$ cat src/rtl/mio_bus_if.sv
// CPU-side memory/IO bus: the CPU drives address, write data and strobe;
// the bus returns combinational read data.
interface mio_bus_if;
   logic        mem_w;
   logic [31:0] addr;
   logic [31:0] wdata;
   logic [31:0] rdata;

   modport master (output mem_w, addr, wdata, input  rdata);
   modport slave  (input  mem_w, addr, wdata, output rdata);
endinterface

$ cat src/rtl/mio_bus.sv
// Memory/IO bus behind the multicycle CPU: decodes RAM, display, GPIO and a
// down-counter timer that raises a one-cycle interrupt at terminal count.
module mio_bus #(
   parameter int          RAM_AW    = 10,
   parameter logic [31:0] SEG_RESET = 32'h0000_0000
) (
   input  logic              clk,
   input  logic              reset,
   mio_bus_if.slave          cpu,
   output logic              ram_we,
   output logic [RAM_AW-1:0] ram_addr,
   output logic [31:0]       ram_wdata,
   input  logic [31:0]       ram_rdata,
   input  logic [15:0]       sw,
   input  logic [3:0]        btn,
   output logic [15:0]       led_out,
   output logic [31:0]       seg_out,
   output logic              timer_irq
);

   localparam logic [31:0] SEG_ADDR   = 32'hE000_0000;
   localparam logic [31:0] GPIO_ADDR  = 32'hF000_0000;
   localparam logic [31:0] TIMER_ADDR = 32'hF000_0004;

   typedef enum logic [1:0] {
      MODE_STOP     = 2'b00,
      MODE_ONESHOT  = 2'b01,
      MODE_PERIODIC = 2'b10,
      MODE_RSVD     = 2'b11
   } mode_e;

   logic sel_ram, sel_seg, sel_gpio, sel_timer;
   logic wr_seg, wr_gpio, wr_timer;

   mode_e       mode_q, mode_d;
   logic [31:0] count_q, count_d;
   logic [31:0] reload_q, reload_d;
   logic        sticky_q, sticky_d;
   logic        irq_d;
   logic        running;

   assign sel_ram   = (cpu.addr[31:16] == 16'h0000);
   assign sel_seg   = (cpu.addr == SEG_ADDR);
   assign sel_gpio  = (cpu.addr == GPIO_ADDR);
   assign sel_timer = (cpu.addr == TIMER_ADDR);

   assign wr_seg   = cpu.mem_w & sel_seg;
   assign wr_gpio  = cpu.mem_w & sel_gpio;
   assign wr_timer = cpu.mem_w & sel_timer;

   assign ram_we    = cpu.mem_w & sel_ram;
   assign ram_addr  = cpu.addr[RAM_AW+1:2];
   assign ram_wdata = cpu.wdata;

   // Reserved mode 11 behaves as stopped; a zero count never decrements.
   assign running = ((mode_q == MODE_ONESHOT) || (mode_q == MODE_PERIODIC)) &&
                    (count_q != 32'd0);

   always_comb begin
      // NOTE: every target gets a default first so no path leaves it unassigned (no latch).
      count_d  = count_q;
      reload_d = reload_q;
      mode_d   = mode_q;
      sticky_d = sticky_q;
      irq_d    = 1'b0;

      if (wr_timer) begin
         reload_d = cpu.wdata;
         count_d  = cpu.wdata;
      end else if (running) begin
         if (count_q == 32'd1) begin
            irq_d    = 1'b1;
            sticky_d = 1'b1;
            if (mode_q == MODE_PERIODIC) begin
               count_d = reload_q;
            end else begin
               count_d = 32'd0;
               mode_d  = MODE_STOP;
            end
         end else begin
            count_d = count_q - 32'd1;
         end
      end

      // A mode write overrides the one-shot auto-stop; a terminal count beats a sticky clear.
      if (wr_gpio) begin
         mode_d = mode_e'(cpu.wdata[17:16]);
         if (cpu.wdata[31] && !irq_d) sticky_d = 1'b0;
      end
   end

   // NOTE: sequential state uses non-blocking assignments so all registers sample pre-edge values.
   always_ff @(posedge clk or posedge reset) begin
      if (reset) begin
         led_out   <= 16'h0000;
         seg_out   <= SEG_RESET;
         mode_q    <= MODE_STOP;
         count_q   <= 32'd0;
         reload_q  <= 32'd0;
         sticky_q  <= 1'b0;
         timer_irq <= 1'b0;
      end else begin
         if (wr_gpio) led_out <= cpu.wdata[15:0];
         if (wr_seg)  seg_out <= cpu.wdata;
         mode_q    <= mode_d;
         count_q   <= count_d;
         reload_q  <= reload_d;
         sticky_q  <= sticky_d;
         timer_irq <= irq_d;
      end
   end

   always_comb begin
      cpu.rdata = 32'h0000_0000;
      if (sel_ram)        cpu.rdata = ram_rdata;
      else if (sel_seg)   cpu.rdata = seg_out;
      else if (sel_gpio)  cpu.rdata = {sticky_q, 9'b0, mode_q, btn, sw};
      else if (sel_timer) cpu.rdata = count_q;
   end

endmodule

$ cat src/flat_wrapper.sv
// flat-port wrapper written by rule: the top's interface ports become plain ports
module mio_bus_flat 
#(
   parameter int          RAM_AW    = 10,
   parameter logic [31:0] SEG_RESET = 32'h0000_0000
)
  (clk, reset, ram_we, ram_addr, ram_wdata, ram_rdata, sw, btn, led_out, seg_out, timer_irq, cpu_mem_w, cpu_addr, cpu_wdata, cpu_rdata);
  mio_bus_if cpu_i ();
  input  logic clk;
  input  logic reset;
  output logic ram_we;
  output logic [RAM_AW-1:0] ram_addr;
  output logic [31:0] ram_wdata;
  input  logic [31:0] ram_rdata;
  input  logic [15:0] sw;
  input  logic [3:0] btn;
  output logic [15:0] led_out;
  output logic [31:0] seg_out;
  output logic timer_irq;
  input wire logic [$bits(cpu_i.mem_w)-1:0] cpu_mem_w;
  input wire logic [$bits(cpu_i.addr)-1:0] cpu_addr;
  input wire logic [$bits(cpu_i.wdata)-1:0] cpu_wdata;
  output wire logic [$bits(cpu_i.rdata)-1:0] cpu_rdata;
  assign cpu_i.mem_w = cpu_mem_w;
  assign cpu_i.addr = cpu_addr;
  assign cpu_i.wdata = cpu_wdata;
  assign cpu_rdata = cpu_i.rdata;
  mio_bus #(.RAM_AW(RAM_AW), .SEG_RESET(SEG_RESET)) u_core (.clk(clk), .reset(reset), .cpu(cpu_i), .ram_we(ram_we), .ram_addr(ram_addr), .ram_wdata(ram_wdata), .ram_rdata(ram_rdata), .sw(sw), .btn(btn), .led_out(led_out), .seg_out(seg_out), .timer_irq(timer_irq));
endmodule
$ cat config.mk
export PLATFORM = sky130hd
export DESIGN_NAME = mio_bus_flat
export DESIGN_NICKNAME = d
export VERILOG_FILES = /design/src/rtl/mio_bus_if.sv /design/src/rtl/mio_bus.sv /design/src/flat_wrapper.sv
export SDC_FILE = /design/constraint.sdc
export NUM_CORES = 1
export LEC_CHECK = 0
export ABC_AREA = 1
export ABC_CLOCK_PERIOD_IN_PS = 11500
export CAP_MARGIN = 10
export CORE_ASPECT_RATIO = 0.7
export CORE_UTILIZATION = 52
export DETAILED_ROUTE_END_ITERATION = 6
export PLACE_DENSITY = 0.87
export SYNTH_ARGS = -nofsm -noshare
export SYNTH_HDL_FRONTEND = slang
export SYNTH_SLANG_ARGS = --single-unit
$ cat constraint.sdc
create_clock -name clk -period 11.5 [get_ports clk]
set_input_delay 2.3 -clock clk [delete_from_list [all_inputs] [get_ports clk]]
set_output_delay 2.3 -clock clk [all_outputs]
set_load 0.005 [all_outputs]
==> impl_metrics.tcl, run 1 <==
set metrics [dict create \
    drive_gt1_share_pct 5.01 \
    vdd_drop_max_uv 98.5 \
    crit_chain "clkdlybuf4s50_1, inv_1, nand2_1, nor2_2, inv_2, nor2_4, nand2_2, or2_2, nand2_1, inv_1, clkdlybuf4s50_1" \
    drt-total-wl_um 28200 \
    start_util_pct 53.8 \
    syn_nets 1362 \
    tightest_slew_ns 1.19 \
    timing.final.crit_share_pct 67.4 \
    grt_max_degree 76 \
    synthToLayoutAreaGrowth_pct 33.6 \
    async_flop_share_pct 100 \
    cts_resized 0 \
    vias 8964 \
    slowest_stage "nand2_2" \
    final_nets 1527 \
    outcome "finished, final reports clean" \
    grt_overflow 0 \
    htree_levels 4 \
    finalMaxSlewViolations 0 \
    hold_viol_final 0 \
    grt_pass1_wl_um 43700 \
    fin_skew_ns 0.00591 \
    synth_ff_type "dfrtp_1" \
    core_mm2 0.0148 \
    max_freq_mhz 129 \
    placed_area_mm2 0.0101 \
    antenna_found_initial 0 \
    ys_ff_latch 116 \
    clk_pin_slew_ns 0.06 \
    grt_pass1_vias 8141 \
    cts_setup_buffers 0 \
    syn_area_mm2 0.00797 \
    arrival_ns 5.45 \
    die_x_um 150 \
    final_antenna_net_count 0 \
    cts_num_sinks 116 \
    r2r_start "u_core.count_q[25]" \
    clock_latency_ns 0.42 \
    fin_crit_ns 7.75 \
    max_slew_margin_pct 20.3 \
    yosysWarnings 0 \
    end_kind "output pin" \
    hold_depth 2 \
    critPathLaunchType "input pin" \
    root_buffer "clkbuf_16" \
    r2r_cells 10 \
    cts_made_buffers 17 \
    crit_family "simple AND/OR/NAND/NOR gates" \
    cts_buffer_depth 2 \
    fp.dieH_um 106 \
    gp_congestion 0.984 \
    crit_required_ns 9.20 \
    drtIter0Drc 1006 \
    path_buf_inv 5 \
    worstHoldPathType "flop to flop" \
    wl_per_cell_um 17.5 \
    cts.hold.buffers_added 0 \
    crit_start "cpu_addr[25]" \
    p_leak_uw 0.00565 \
    drv_cap 0 \
    rows 37 \
    hpwl_um 20700 \
    cts_tree "done" \
    crit_type "input pin to output pin" \
    setup-violations-final 0 \
    avgSynthCellArea_um2 6.43 \
    synth_cell_types 28 \
    finalPower_uw 1020 \
    cp_num_cells 11 \
    via_per_inst 5.56 \
    ioPinCount 243 \
    drc 0 \
    yosysSeqAreaShare_pct 36.4 \
    finalInstanceArea_mm2 0.0106 \
    rsz0062_at_grt "no" \
    antenna_cells 0 \
    dr.pass1.iters 6 \
    worst-path-max-fanout 65 \
    track_usage_pct 36.4 \
    syn_inst 1239 \
    tns_ns 0 \
    synth-edff-count 0 \
    powerDensity_mw_per_mm2 95.6 \
    worstHoldStart "u_core.reload_q[20]" \
    io_buffers 242 \
    die_area_mm2 0.0158 \
    cp_slowest_stage_delay_ns 0.78 \
]
## placed cells by master (no fill, tap or decap), types with 7 or more instances in the layout
| cell type | netlist | final |
|---|---|---|
| nand2_1 | 412 | 411 |
| clkdlybuf4s50_1 | 0 | 242 |
| nand3_1 | 226 | 226 |
| nor2_1 | 159 | 158 |
| dfrtp_1 | 116 | 116 |
| inv_1 | 110 | 109 |
| o21ai_0 | 33 | 33 |
| o21ai_1 | 21 | 21 |
| clkbuf_16 | 0 | 17 |
| nand4_1 | 10 | 10 |
| or2_2 | 9 | 9 |
| xor2_1 | 8 | 8 |
| buf_4 | 52 | 8 |
| nor2_4 | 5 | 7 |
## kinds of logic (layout without fill, tap and decap cells)
logic type / count (synthesis) / count (layout) / share of synthesized area, %
and+or+nand+nor: 835 / 835 / 44.5
adders and majority gates: 4 / 4 / 0.628
xor gates and xnor gates: 9 / 9 / 0.989
buffers and inverters: 218 / 396 / 13.6
DFF: 116 / 116 / 36.4
AOI/OAI and AO/OA: 57 / 57 / 3.81
## sequential cells by signal, summed over array words and instances, names as in the netlist
name,count
u_core.timer_irq,1
u_core.sticky_q,1
u_core.led_out,16
u_core.reload_q,32
u_core.seg_out,32
u_core.mode_q,2
u_core.count_q,32
## worst register-to-register path: stages (launching register included)
cell      delay, ns
dfrtp_1        0.51
nor2_1         0.23
nand2_1        0.08
nor2_1         0.17
nand2_1        0.18
o21bai_4       0.78
inv_2          0.07
nand2_2        0.12
inv_2          0.24
nand2_1        0.16
nand3_1        0.08
## Yosys cell counts (all sizes together), types with 3 or more instances
cell type | count | share of area [%]
nand3 | 227 | 14
dfrtp | 116 | 36
buf | 82 | 7.2
o21ai | 54 | 3.4
xor2 | 8 | 0.88
inv | 114 | 5.4
clkbuf | 22 | 1.0
or2 | 9 | 0.71
o21bai | 3 | 0.42
nor2 | 170 | 8.7
ha | 4 | 0.63
nand4 | 10 | 0.78
nand2 | 414 | 20
## per-stage QoR
step	instances	setup WS [ns]	hold WS [ns]	util, %
floorplan	1239	5.76	0.442	-
global placement	1580	3.80	0.460	67.9
detailed placement	1580	3.76	0.468	67.9
CTS	1612	3.77	0.483	71.9
global route	1612	3.50	0.495	71.9
finish	1612	3.75	0.479	71.9
## layout make-up
cell class	count	area, um2
multi-input cells	905	4000
fillers	1181	4170
repair buffers	250	2480
clock buffers	18	429
clock inverters	14	156
flip-flops and latches	116	2900
inverters	114	430
well taps	195	244
## worst paths after layout
check	to	slack [ns]
worst max-delay path	cpu_rdata[24]	3.75
worst min-delay path	u_core.reload_q[20]	0.48
worst max register to register	u_core.count_q[20]	8.75
worst min register to register	u_core.reload_q[20]	0.48
max in group asynchronous	u_core.seg_out[15]	7.87
min in group asynchronous	u_core.count_q[0]	2.27
## per-layer routing
layer	global-route usage (%)	part of all wire (%)	up-vias
met5	0	0	-
met4	10.1	1.9	0
met3	9.57	13	54
met2	53.4	43	573
met1	52.5	41	4133
li1	-	-	4204
## power breakdown
part	internal, uW	total [uW]	leakage, uW	switching [uW]
sequential	408	408	0.00162	0.00000501
combinational	50.1	83.6	0.00375	33.5
clock	321	526	0.000273	205
total	779	1020	0.00565	238
No activity file was read; power rests on OpenSTA's default activity.
==> run 2: changes to the inputs <==
--- a/config.mk
+++ b/config.mk
@@ -6,12 +6,12 @@
 export NUM_CORES = 1
 export LEC_CHECK = 0
 export ABC_AREA = 1
-export ABC_CLOCK_PERIOD_IN_PS = 11500
+export ABC_CLOCK_PERIOD_IN_PS = 6560
 export CAP_MARGIN = 10
 export CORE_ASPECT_RATIO = 0.7
-export CORE_UTILIZATION = 52
+export CORE_UTILIZATION = 43
 export DETAILED_ROUTE_END_ITERATION = 6
-export PLACE_DENSITY = 0.87
+export PLACE_DENSITY = 0.77
 export SYNTH_ARGS = -nofsm -noshare
 export SYNTH_HDL_FRONTEND = slang
 export SYNTH_SLANG_ARGS = --single-unit
==> constraint.sdc (replaced) <==
create_clock -name clk -period 6.56 [get_ports clk]
set_input_delay 1.312 -clock clk [delete_from_list [all_inputs] [get_ports clk]]
set_output_delay 1.312 -clock clk [all_outputs]
set_load 0.005 [all_outputs]
==> run 2 against run 1 <==
  * Sequential share of layout area fell by 0.10 points
  * Clock-buffer cell count grew 6
  * Final area is 0.38% higher
  * Clock skew is 0.0040 ns higher
  * Core utilization shrank 13 points
  * Routed wire length is 0.69% higher
==> impl_metrics.tcl, run 2 (synthesis results as in run 1) <==
set metrics [dict create \
    cts_setup_buffers 0 \
    finalInstanceArea_mm2 0.0107 \
    htree_levels 4 \
    vdd_drop_max_uv 110 \
    layout_common_cells "411 x nand2_1, 242 x clkdlybuf4s50_1, 226 x nand3_1" \
    die_area_mm2 0.0191 \
    slowest_stage "clkdlybuf4s50_1" \
    crit_chain "clkdlybuf4s50_1, inv_1, nand2_1, nor2_2, inv_2, nor2_4, buf_4, nand2_2, buf_4, nand2_1, nor2_1, nor2_1, clkdlybuf4s50_1" \
    r2r_slack_ns 3.80 \
    grt_overflow 0 \
    cts_buffer_depth 2 \
    cts_resized 0 \
    critPathLaunchType "input pin" \
    crit_family "buffers and inverters" \
    drive_gt1_share_pct 4.93 \
    drc 0 \
    register_area_mm2 0.00290 \
    gp_congestion 0.918 \
    cts_made_buffers 17 \
    worstHoldPathType "flop to flop" \
    via_per_inst 5.23 \
    mostFrequentLayoutCell "nand2_1" \
    crit_type "input pin to output pin" \
    dr.pass1.iters 6 \
    drtIter0Drc 921 \
    finalMaxSlewViolations 0 \
    outcome "finished, final reports clean" \
    worstHoldStart "u_core.reload_q[10]" \
    hold_slack_ns 0.479 \
    hpwl_um 20700 \
    clk_pin_slew_ns 0.05 \
    arrival_ns 4.00 \
    path_buf_inv 6 \
    die_x_um 165 \
    rsz0062_at_grt "no" \
    antenna_found_initial 0 \
    final_antenna_net_count 0 \
    fp.dieH_um 116 \
    timing.final.crit_share_pct 81.0 \
    cts_tree "done" \
    drt-total-wl_um 28400 \
    crit_required_ns 5.25 \
    worst-path-max-fanout 34 \
    rows 41 \
    crit_start "cpu_addr[25]" \
    setup-violations-final 0 \
    r2r_start "u_core.count_q[25]" \
    track_usage_pct 29.7 \
    multi_input_area_mm2 0.00400 \
    end_kind "output pin" \
    grt_pass1_wl_um 42400 \
    placed_area_mm2 0.0102 \
    tns_ns 0 \
    finalPower_uw 1730 \
    root_buffer "clkbuf_16" \
    grt_pass1_vias 7662 \
    io_buffers 242 \
    max_slew_margin_pct 34.8 \
    cp_slowest_stage_delay_ns 0.51 \
    fin_crit_ns 5.32 \
    cts_num_sinks 116 \
    fill_cells 1694 \
    fin_skew_ns 0.00988 \
    max_freq_mhz 188 \
    vias 8665 \
    powerDensity_mw_per_mm2 162 \
    ioPinCount 243 \
    tightest_slew_ns 0.975 \
    core_mm2 0.0181 \
    synthToLayoutAreaGrowth_pct 34.1 \
    top_regs "u_core.count_q: 32 flops, u_core.reload_q: 32 flops, u_core.seg_out: 32 flops" \
    drv_cap 0 \
    final_nets 1532 \
    clock_latency_ns 0.43 \
    p_leak_uw 0.00566 \
    wl_per_cell_um 17.2 \
    hold_viol_final 0 \
    start_util_pct 44.1 \
    cts.hold.buffers_added 0 \
    grt_max_degree 73 \
]
run 2: area by class of cell:
cell class / instances / area share (%)
clock buffer: 24 / 4.51
multi-input combinational: 905 / 37.5
inverter: 114 / 4.03
sequential: 116 / 27.2
antenna: 1 / 0.0234
timing repair buffer: 255 / 23.6
clock inverter: 5 / 0.492
tap: 236 / 2.76
run 2: final timing paths:
kind,cells past startpoint,to
hold / removal,2,u_core.reload_q[10]
hold reg to reg,2,u_core.reload_q[10]
setup / recovery,13,cpu_rdata[4]
min in group asynchronous,2,u_core.reload_q[8]
max in group asynchronous,3,u_core.led_out[3]
setup reg to reg,10,u_core.count_q[22]
run 2: per-layer routing:
metal	vias up	track usage [%]	wire, um
met4	0	8.38	510
met5	-	0	0
met2	440	44.8	12400
met1	3981	41.1	12400
li1	4204	-	-
met3	40	8.77	3160
run 2: metrics by stage:
| step | setup WS, ns | std cells | util, % |
|---|---|---|---|
| final | 1.24 | 1656 | 59.2 |
| after CTS | 1.23 | 1655 | 59.2 |
| after global routing | 1.01 | 1655 | 59.2 |
| after detailed placement | 1.23 | 1626 | 56.2 |
| after global placement | 1.26 | 1626 | 56.2 |
| after floorplan | 2.18 | 1239 | - |
run 2: worst reg2reg max path: stages, from the launching register on:
cell and delay (ns):
dfrtp_1 0.50, nor2_1 0.24, nand2_1 0.08, nor2_1 0.15, nand2_1 0.18, o21bai_4 0.80
inv_2 0.08, nand2_2 0.12, inv_2 0.25, nand2_1 0.18, nand2_1 0.07
run 2: power by group:
part	internal [uW]	switching [uW]	total, uW
Clock	541	323	864
Sequential	716	0.00000887	716
Combinational	88.0	60.2	148
Total	1350	383	1730
==> run 3: changes to the inputs <==
--- a/config.mk
+++ b/config.mk
@@ -6,7 +6,7 @@
 export NUM_CORES = 1
 export LEC_CHECK = 0
 export ABC_AREA = 1
-export ABC_CLOCK_PERIOD_IN_PS = 6560
+export ABC_CLOCK_PERIOD_IN_PS = 4800
 export CAP_MARGIN = 10
 export CORE_ASPECT_RATIO = 0.7
 export CORE_UTILIZATION = 43
==> constraint.sdc (replaced) <==
create_clock -name clk -period 4.8 [get_ports clk]
set_input_delay 0.96 -clock clk [delete_from_list [all_inputs] [get_ports clk]]
set_output_delay 0.96 -clock clk [all_outputs]
set_load 0.005 [all_outputs]
==> run 3 against run 2 <==
  * Sequential cell count did not move
  * Clock skew fell by 0.0044 ns
  * Routed wire length fell by 0.67%
  * First-iteration DRC count rose by 0.65%
  * Critical endpoint is now cpu_rdata[23]
  * Highest routed layer is now met5
==> impl_metrics.tcl, run 3 (synthesis results as in run 1) <==
set metrics [dict create \
    end_kind "output pin" \
    final_util_pct 59.7 \
    setup_slack_ns 0.439 \
    cts.hold.buffers_added 0 \
    r2r_slack_ns 2.00 \
    outcome "finished, final reports clean" \
    clk_pin_slew_ns 0.06 \
    rsz0062_at_grt "no" \
    final_antenna_net_count 0 \
    track_usage_pct 30.0 \
    cp_slowest_stage_delay_ns 0.45 \
    grt_max_degree 68 \
    setup-violations-final 0 \
    min_to "u_core.reload_q[6]" \
    critPathLaunchType "input pin" \
    hold_viol_final 0 \
    clock_latency_ns 0.42 \
    fin_crit_ns 4.36 \
    drtIter0Drc 927 \
    dr.pass1.iters 7 \
    root_buffer "clkbuf_16" \
    grt_pass1_wl_um 43400 \
    fp.dieH_um 116 \
    rows 41 \
    slowest_stage "clkdlybuf4s50_1" \
    crit_chain "clkdlybuf4s50_1, inv_1, nand2_1, nor2_2, inv_2, nor2_4, nand2_2, buf_4, or2_2, nand2_1, inv_1, clkdlybuf4s50_1" \
    cts_tree "done" \
    finalPower_uw 2450 \
    p_leak_uw 0.00571 \
    cts_resized 0 \
    final_nets 1535 \
    tns_ns 0 \
    r2r_start "u_core.count_q[22]" \
    die_x_um 165 \
    grt_pass1_vias 7989 \
    htree_levels 4 \
    vias 8838 \
    layout_common_cells "411 x nand2_1, 242 x clkdlybuf4s50_1, 226 x nand3_1" \
    cts_made_buffers 17 \
    cts_setup_buffers 0 \
    powerDensity_mw_per_mm2 228 \
    vdd_drop_max_uv 165 \
    dp_slack_ns 0.431 \
    die_area_mm2 0.0191 \
    antenna_found_initial 2 \
    top_regs "u_core.count_q: 32 flops, u_core.reload_q: 32 flops, u_core.seg_out: 32 flops" \
    synthToLayoutAreaGrowth_pct 35.2 \
    drt-total-wl_um 28200 \
    wl_per_cell_um 17.0 \
    timing.final.crit_share_pct 90.8 \
    cts_num_sinks 116 \
    drv_cap 0 \
    r2r_end "u_core.count_q[0]" \
    multi_input_area_mm2 0.00400 \
    crit_required_ns 3.84 \
    finalMaxSlewViolations 0 \
    drive_gt1_share_pct 5.48 \
    worstHoldPathType "flop to flop" \
    max_slew_margin_pct 32.3 \
    mostFrequentLayoutCell "nand2_1" \
    worst-path-max-fanout 31 \
    crit_type "input pin to output pin" \
    hold_slack_ns 0.477 \
    tightest_slew_ns 1.01 \
    core_mm2 0.0181 \
    io_buffers 242 \
    register_area_mm2 0.00290 \
    ioPinCount 243 \
    grt_overflow 0 \
    max_freq_mhz 229 \
    arrival_ns 3.40 \
    drc 0 \
    via_per_inst 5.32 \
    worstHoldStart "u_core.reload_q[6]" \
    fill_cells 1644 \
    start_util_pct 44.1 \
    gp_congestion 0.919 \
    hold_depth 2 \
    r2r_cells 10 \
    fin_skew_ns 0.00545 \
    hpwl_um 20900 \
    antenna_cells 0 \
    cts_buffer_depth 2 \
]
[run 3: cell types whose count changed in the layout (fill, tap and decap cells not counted), sizes merged]
cell / delta
diode: -1
clkbuf: -5
clkinv: +5
buf: +3
bufinv: +2
[run 3: per-stage QoR]
step,cell area (um2),instances
after detailed placement,10200,1629
after global routing,10800,1660
after floorplan,7970,1239
final,10800,1660
after CTS,10800,1660
after global placement,10200,1629
[run 3: power by group]
| group | switching (uW) | internal [uW] | total (uW) |
|---|---|---|---|
| clock | 454 | 817 | 1270 |
| sequential | 0.0000121 | 979 | 979 |
| combinational | 81.6 | 122 | 203 |
[run 3: per-layer routing]
layer,part of all wire [%],track usage (%)
met5,0.096,0
met4,1.4,7.40
met3,12,8.05
met2,44,44.6
met1,42,43.2
[run 3: worst max path at each step]
stage                  from                end  slack (ns)
5_1_grt        cpu_addr[25]      cpu_rdata[26]        0.24
4_1_cts        cpu_addr[25]      cpu_rdata[23]        0.43
3_3_place_gp   cpu_addr[25]      cpu_rdata[25]        0.49
2_1_floorplan         reset  u_core.count_q[0]        0.77
3_5_place_dp   cpu_addr[25]      cpu_rdata[23]        0.43
6_report       cpu_addr[25]      cpu_rdata[23]        0.44
[run 3: critical path: cells and delay by family]
family | cells | cell delay (ns)
and+or+nand+nor | 6 | 1.14
buffers and inverters | 6 | 1.29
[run 3: final cells by class]
type                    count  share of cell area (%)
multi-input cells         905                    37.1
clock inverters            12                    1.28
well taps                 236                    2.74
inverters                 114                    3.99
clock buffers              19                    4.11
repair buffers            258                    23.8
flip-flops and latches    116                    26.9
